File: config.mk
export PLATFORM = sky130hd
export DESIGN_NAME = regfile_wb_arbiter
export DESIGN_NICKNAME = d
export VERILOG_FILES = /design/src/rtl/rf_pkg.sv /design/src/rtl/wb_grant_fsm.sv /design/src/rtl/regfile_wb_arbiter.sv
export SDC_FILE = /design/constraint.sdc
export NUM_CORES = 1
export LEC_CHECK = 0
export ABC_AREA = 1
export BUFFER_PORTS_ARGS = -buffer_cell sky130_fd_sc_hd__buf_2
export CAP_MARGIN = 10
export CORE_ASPECT_RATIO = 0.5
export CORE_MARGIN = 4
export CORE_UTILIZATION = 42
export DETAILED_ROUTE_END_ITERATION = 6
export PLACE_DENSITY = 0.77
export SETUP_SLACK_MARGIN = 0.1
export SYNTH_ARGS = -nofsm -noshare
export SYNTH_HDL_FRONTEND = slang
export SYNTH_HIERARCHICAL = 1
export SYNTH_SLANG_ARGS = --single-unit
File: constraint.sdc
create_clock -name clk -period 1.6 [get_ports clk]
set_input_delay 0.08 -clock clk [delete_from_list [all_inputs] [get_ports clk]]
set_output_delay 0.08 -clock clk [all_outputs]
set_load 0.005 [all_outputs]
File: src/rtl/rf_pkg.sv
// ============================================================================
// Module      : rf_pkg
// Description : Shared widths and state/owner encodings for the regfile
//               writeback arbiter.
// Revision    : 1.0 - initial release
// ============================================================================
`default_nettype none

package rf_pkg;

    localparam int XLEN   = 32;
    localparam int REG_AW = 5;

    // Owner encoding is kept distinct from the state names so both enums can
    // live in one package without literal collisions.
    typedef enum logic [1:0] {
        OWNER_NONE = 2'd0,
        OWNER_A    = 2'd1,
        OWNER_B    = 2'd2
    } owner_e;

    typedef enum logic [1:0] {
        IDLE  = 2'd0,
        OWN_A = 2'd1,
        OWN_B = 2'd2
    } state_e;

    function automatic owner_e other_owner(input owner_e o);
        return (o == OWNER_A) ? OWNER_B : OWNER_A;
    endfunction

endpackage

`default_nettype wire

File: src/rtl/wb_grant_fsm.sv
// ============================================================================
// Module      : wb_grant_fsm
// Description : Round-robin grant FSM with bounded burst for two writeback
//               requesters. Grants are combinational; state is registered.
// Revision    : 1.0 - initial release
// ============================================================================
`default_nettype none

module wb_grant_fsm #(
    parameter int BURST_MAX = 4,
    parameter int CNT_W     = $clog2(BURST_MAX + 1)
) (
    input  logic clk,
    input  logic rst_n,
    input  logic a_valid,
    input  logic b_valid,
    output logic a_ready,
    output logic b_ready
);
    import rf_pkg::*;

    localparam logic [CNT_W-1:0] C_BURST_MAX = CNT_W'(BURST_MAX);
    localparam logic [CNT_W-1:0] C_ONE       = CNT_W'(1);

    state_e           state;
    owner_e           last_owner;
    logic [CNT_W-1:0] burst_cnt;
    owner_e           grant;
    logic             cnt_full;

    assign cnt_full = (burst_cnt >= C_BURST_MAX);

    // Current owner keeps the port until its burst is spent, and only yields
    // early when the other side is actually waiting.
    always_comb begin
        grant = OWNER_NONE;
        case (state)
            IDLE: begin
                if (a_valid && b_valid) begin
                    grant = other_owner(last_owner);
                end else if (a_valid) begin
                    grant = OWNER_A;
                end else if (b_valid) begin
                    grant = OWNER_B;
                end
            end
            OWN_A: begin
                if (a_valid && (!cnt_full || !b_valid)) begin
                    grant = OWNER_A;
                end else if (b_valid) begin
                    grant = OWNER_B;
                end
            end
            OWN_B: begin
                if (b_valid && (!cnt_full || !a_valid)) begin
                    grant = OWNER_B;
                end else if (a_valid) begin
                    grant = OWNER_A;
                end
            end
            default: grant = OWNER_NONE;
        endcase
        if (!rst_n) begin
            grant = OWNER_NONE;
        end
    end

    assign a_ready = (grant == OWNER_A);
    assign b_ready = (grant == OWNER_B);

    always_ff @(posedge clk or negedge rst_n) begin
        if (!rst_n) begin
            state      <= IDLE;
            last_owner <= OWNER_B;
            burst_cnt  <= '0;
        end else begin
            case (grant)
                OWNER_A: begin
                    state      <= OWN_A;
                    last_owner <= OWNER_A;
                    if (state == OWN_A) begin
                        burst_cnt <= cnt_full ? burst_cnt : burst_cnt + C_ONE;
                    end else begin
                        burst_cnt <= C_ONE;
                    end
                end
                OWNER_B: begin
                    state      <= OWN_B;
                    last_owner <= OWNER_B;
                    if (state == OWN_B) begin
                        burst_cnt <= cnt_full ? burst_cnt : burst_cnt + C_ONE;
                    end else begin
                        burst_cnt <= C_ONE;
                    end
                end
                default: begin
                    state     <= IDLE;
                    burst_cnt <= '0;
                end
            endcase
        end
    end

endmodule

`default_nettype wire

File: src/rtl/regfile_wb_arbiter.sv
// ============================================================================
// Module      : regfile_wb_arbiter
// Description : Shares the registerfile write port between ALU (A) and
//               load/store (B) writeback; registered output, x0 writes dropped.
// Revision    : 1.0 - initial release
// ============================================================================
`default_nettype none

module regfile_wb_arbiter #(
    parameter int XLEN      = rf_pkg::XLEN,
    parameter int REG_AW    = rf_pkg::REG_AW,
    parameter int BURST_MAX = 4
) (
    input  logic              clk,
    input  logic              rst_n,
    input  logic              a_valid,
    output logic              a_ready,
    input  logic [REG_AW-1:0] a_rd,
    input  logic [XLEN-1:0]   a_data,
    input  logic              b_valid,
    output logic              b_ready,
    input  logic [REG_AW-1:0] b_rd,
    input  logic [XLEN-1:0]   b_data,
    output logic              wen,
    output logic [REG_AW-1:0] wr,
    output logic [XLEN-1:0]   wd
);
    logic              xfer;
    logic [REG_AW-1:0] sel_rd;
    logic [XLEN-1:0]   sel_data;

    wb_grant_fsm #(
        .BURST_MAX (BURST_MAX)
    ) u_grant (
        .clk     (clk),
        .rst_n   (rst_n),
        .a_valid (a_valid),
        .b_valid (b_valid),
        .a_ready (a_ready),
        .b_ready (b_ready)
    );

    assign xfer     = (a_valid && a_ready) || (b_valid && b_ready);
    assign sel_rd   = a_ready ? a_rd   : b_rd;
    assign sel_data = a_ready ? a_data : b_data;

    // x0 transfers still load wr/wd but never raise wen, so the registerfile
    // is left untouched while the requester sees a normal handshake.
    always_ff @(posedge clk or negedge rst_n) begin
        if (!rst_n) begin
            wen <= 1'b0;
            wr  <= '0;
            wd  <= '0;
        end else begin
            wen <= xfer && (sel_rd != '0);
            if (xfer) begin
                wr <= sel_rd;
                wd <= sel_data;
            end
        end
    end

endmodule

`default_nettype wire

==> qor.csv <==
stage;metric;value;unit
pwr;peakVddDrop;0.867;mV
finish;num-nets-final;521;
global_route;antenna_found_initial;0;
routing;drt_iter0_markers;247;
timing;rsz0062_at_grt;yes;
synth;synth.top_cell.area_share;44.6;%
setup_path;required;1.80;ns
finish;drive_above_1_share;54.7;%
routing;met1Wirelength;3260;um
worst_hold_path;hp-class;input pin to asynchronous set/reset pin;
cts;cts.htree.levels;2;
routing;vias;2639;
timing;slew_headroom;62.6;%
synth;synth_top_area_cell;dfrtp_1;
synth;synth_edf_count;0;
synth;synth_warnings;6;
cts;cts_sinks;45;
timing;fin_crit;1.91;ns
run_status;violations;negative setup slack;
placed_design;gp_congestion;0.774;
cts;clock_latency;0.29;ns
synth;synth.avg_cell_area;8.58;um^2
synth;synth_cells;288;
synth;synth-async-reset-ratio;100;%
placed_design;dpl-instance-area;3310;um^2
placed_design;hpwlAfterDp;4810;um
synth;syn_nets;371;
setup_path;start_kind;register;
timing;min_period_over_period;120;%
synth;synth_area_leaders;dfrtp_1 45%, nand2_1 15%, a31oi_2 14%, nor2_1 7.0%, ha_1 2.5%;
routing;wl_per_cell;16.4;um
timing;finalHoldViolations;0;
routing;route.met3.wl;488;um
global_route;grt_max_degree;44;
run_status;status;finished, violations left;
synth;ys_types;24;
synth;ys_ff_latch;45;
global_route;grt_pass1_wl;12100;um
placed_design;portBuffers;117;
timing;fin_skew;0.00913;ns
flow_run;cap_violations;0;
floorplan;core_area;5590;um^2
setup_path;worstPathArrival;2.12;ns
synth;ys_seq_area_share;45.6;%
setup_path;worst_setup_path_end_kind;register;
setup_path;crit_path_max_fanout;6;
timing;setup_slack;-0.314;ns
floorplan;dieHeight;62.2;um
routing;wl_met2;4450;um
routing;totalWireLength;8390;um
finish;antenna_cells;0;
finish;area_growth;59.8;%
global_route;grt_overflow;0;
timing;setup_tns;-11.27;ns
routing;highest_layer;met4;
cts;clkSlewWorstSetupHoldPaths;0.07;ns
floorplan;ioPinCount;118;
setup_path;crit_type;register to register;
global_route;grt_pass1_vias;2523;
cts;cts_root_buffer;clkbuf_16;
cts;cts_tree;done;
routing;viasPerCell;5.15;
global_route;gr-usage-all-layers;20.8;%
cts;cts_buffer_depth;2;
floorplan;initial_core_util;44.2;%
routing;ant_nets;0;
floorplan;rows;19;
cts;cts_buffers;5;
finish;stdcell_area;3950;um^2
routing;drc;0;
pwr;powerDensity;1560;nW/um^2
timing;maxSlewViolCount;0;
timing;holdWs;0.00750;ns
synth;synth_most_common_cell;nand2_1;
synth;synth_flop_cell;dfrtp_1;
routing;dr.pass1.iters;4;
synth;synth_commonest_cells;101 x nand2_1, 46 x nor2_1, 44 x dfrtp_1;
synth;syn_area;2470;um^2
pwr;leakage;1.88;nW
floorplan;die_area;7250;um^2
timing;max_freq;522;MHz
floorplan;die_w;116;um
timing;setup-violations-final;45;
timing;worst_pin_slew;0.561;ns
final cells by class:
| cell class | instances | area, um^2 |
|---|---|---|
| clock buffers | 6 | 139 |
| clock inverters | 2 | 13.8 |
| fillers | 392 | 1640 |
| inverters | 20 | 85.1 |
| multi-input cells | 209 | 1340 |
| flip-flops and latches | 45 | 1130 |
| well taps | 73 | 91.3 |
| repair buffers | 157 | 1150 |
critical path, stage by stage (launching register included):
cell and delay [ns]:
dfrtp_2 0.46, nor2_2 0.13, nand2_1 0.11, nor2_4 0.14, nor2_4 0.06, nor2_4 0.12
ha_4 0.21, buf_6 0.13, inv_8 0.05, nand2_1 0.05, nand2_1 0.07, buf_4 0.14
o21ai_1 0.17
metal layers:
| metal | GRT usage [%] | vias up |
|---|---|---|
| li1 | - | 1238 |
| met1 | 25.1 | 1273 |
| met2 | 36.5 | 109 |
| met3 | 3.78 | 19 |
| met4 | 7.67 | 0 |
| met5 | 0 | - |
report_power, final:
group,switching (W),leakage (nW),internal [W]
combinational,0.00150,1.29,0.00157
sequential,0.000347,0.515,0.00165
clock,0.000449,0.0768,0.000622
state kept, by name, summed over array words and instances (netlist names):
name	count
wd	32
wr	5
u_grant/burst_cnt	3
u_grant/last_owner	2
u_grant/state	2
wen	1
layout by cell type, fill, tap and decap left out, drive strengths merged:
cell,count
dlygate4sd3,1
dfstp,1
o21bai,1
ha,5
nand3,4
nand4,1
inv,20
a31oi,32
buf,152
nand2,104
o21ai,11
clkbuf,10
nor2,50
clkinv,2
a21oi,1
dfrtp,44
metrics by stage:
stage | setup WS (ns) | std cells | utilization, % | power, W
floorplan | -0.120 | 288 | - | 0.00329
global placement | -0.218 | 487 | 59.2 | 0.00422
detailed placement | -0.254 | 487 | 59.2 | 0.00429
CTS | -0.220 | 502 | 66.8 | 0.00574
global route | -0.376 | 512 | 70.6 | 0.00650
finish | -0.314 | 512 | 70.6 | 0.00614
repair_timing:
action                                  4_1_cts  5_1_grt
pin swaps                                     4        6
resized for setup                            47       14
hold endpoints to repair                      2        0
cloned                                        3        6
endpoints found under the setup margin       45       46
buffers inserted                              3        4
hold buffers                                  1        0
cells by family (layout without fill, tap and decap cells):
logic type | count (synthesis) | count (layout) | synth area share, %
AOI/OAI and AO/OA | 45 | 45 | 18.1
and+or+nand+nor | 158 | 159 | 25.3
adders and majority gates | 5 | 5 | 2.53
buffers and inverters | 35 | 185 | 8.41
DFF | 45 | 45 | 45.6
final timing paths:
path                            slack (ns)  cells past startpoint        startpoint          endpoint
worst max-delay path                 -0.31                     12  u_grant/state[0]             wr[0]
worst min-delay path                 0.007                      2             rst_n            wd[21]
worst max register to register       -0.31                     12  u_grant/state[0]             wr[0]
worst min register to register        0.50                      2             wr[3]             wr[3]
max in group asynchronous             1.18                      2             rst_n  u_grant/state[0]
min in group clk                      0.05                      3        b_data[31]            wd[31]
Power figures use the tool's default switching activity.
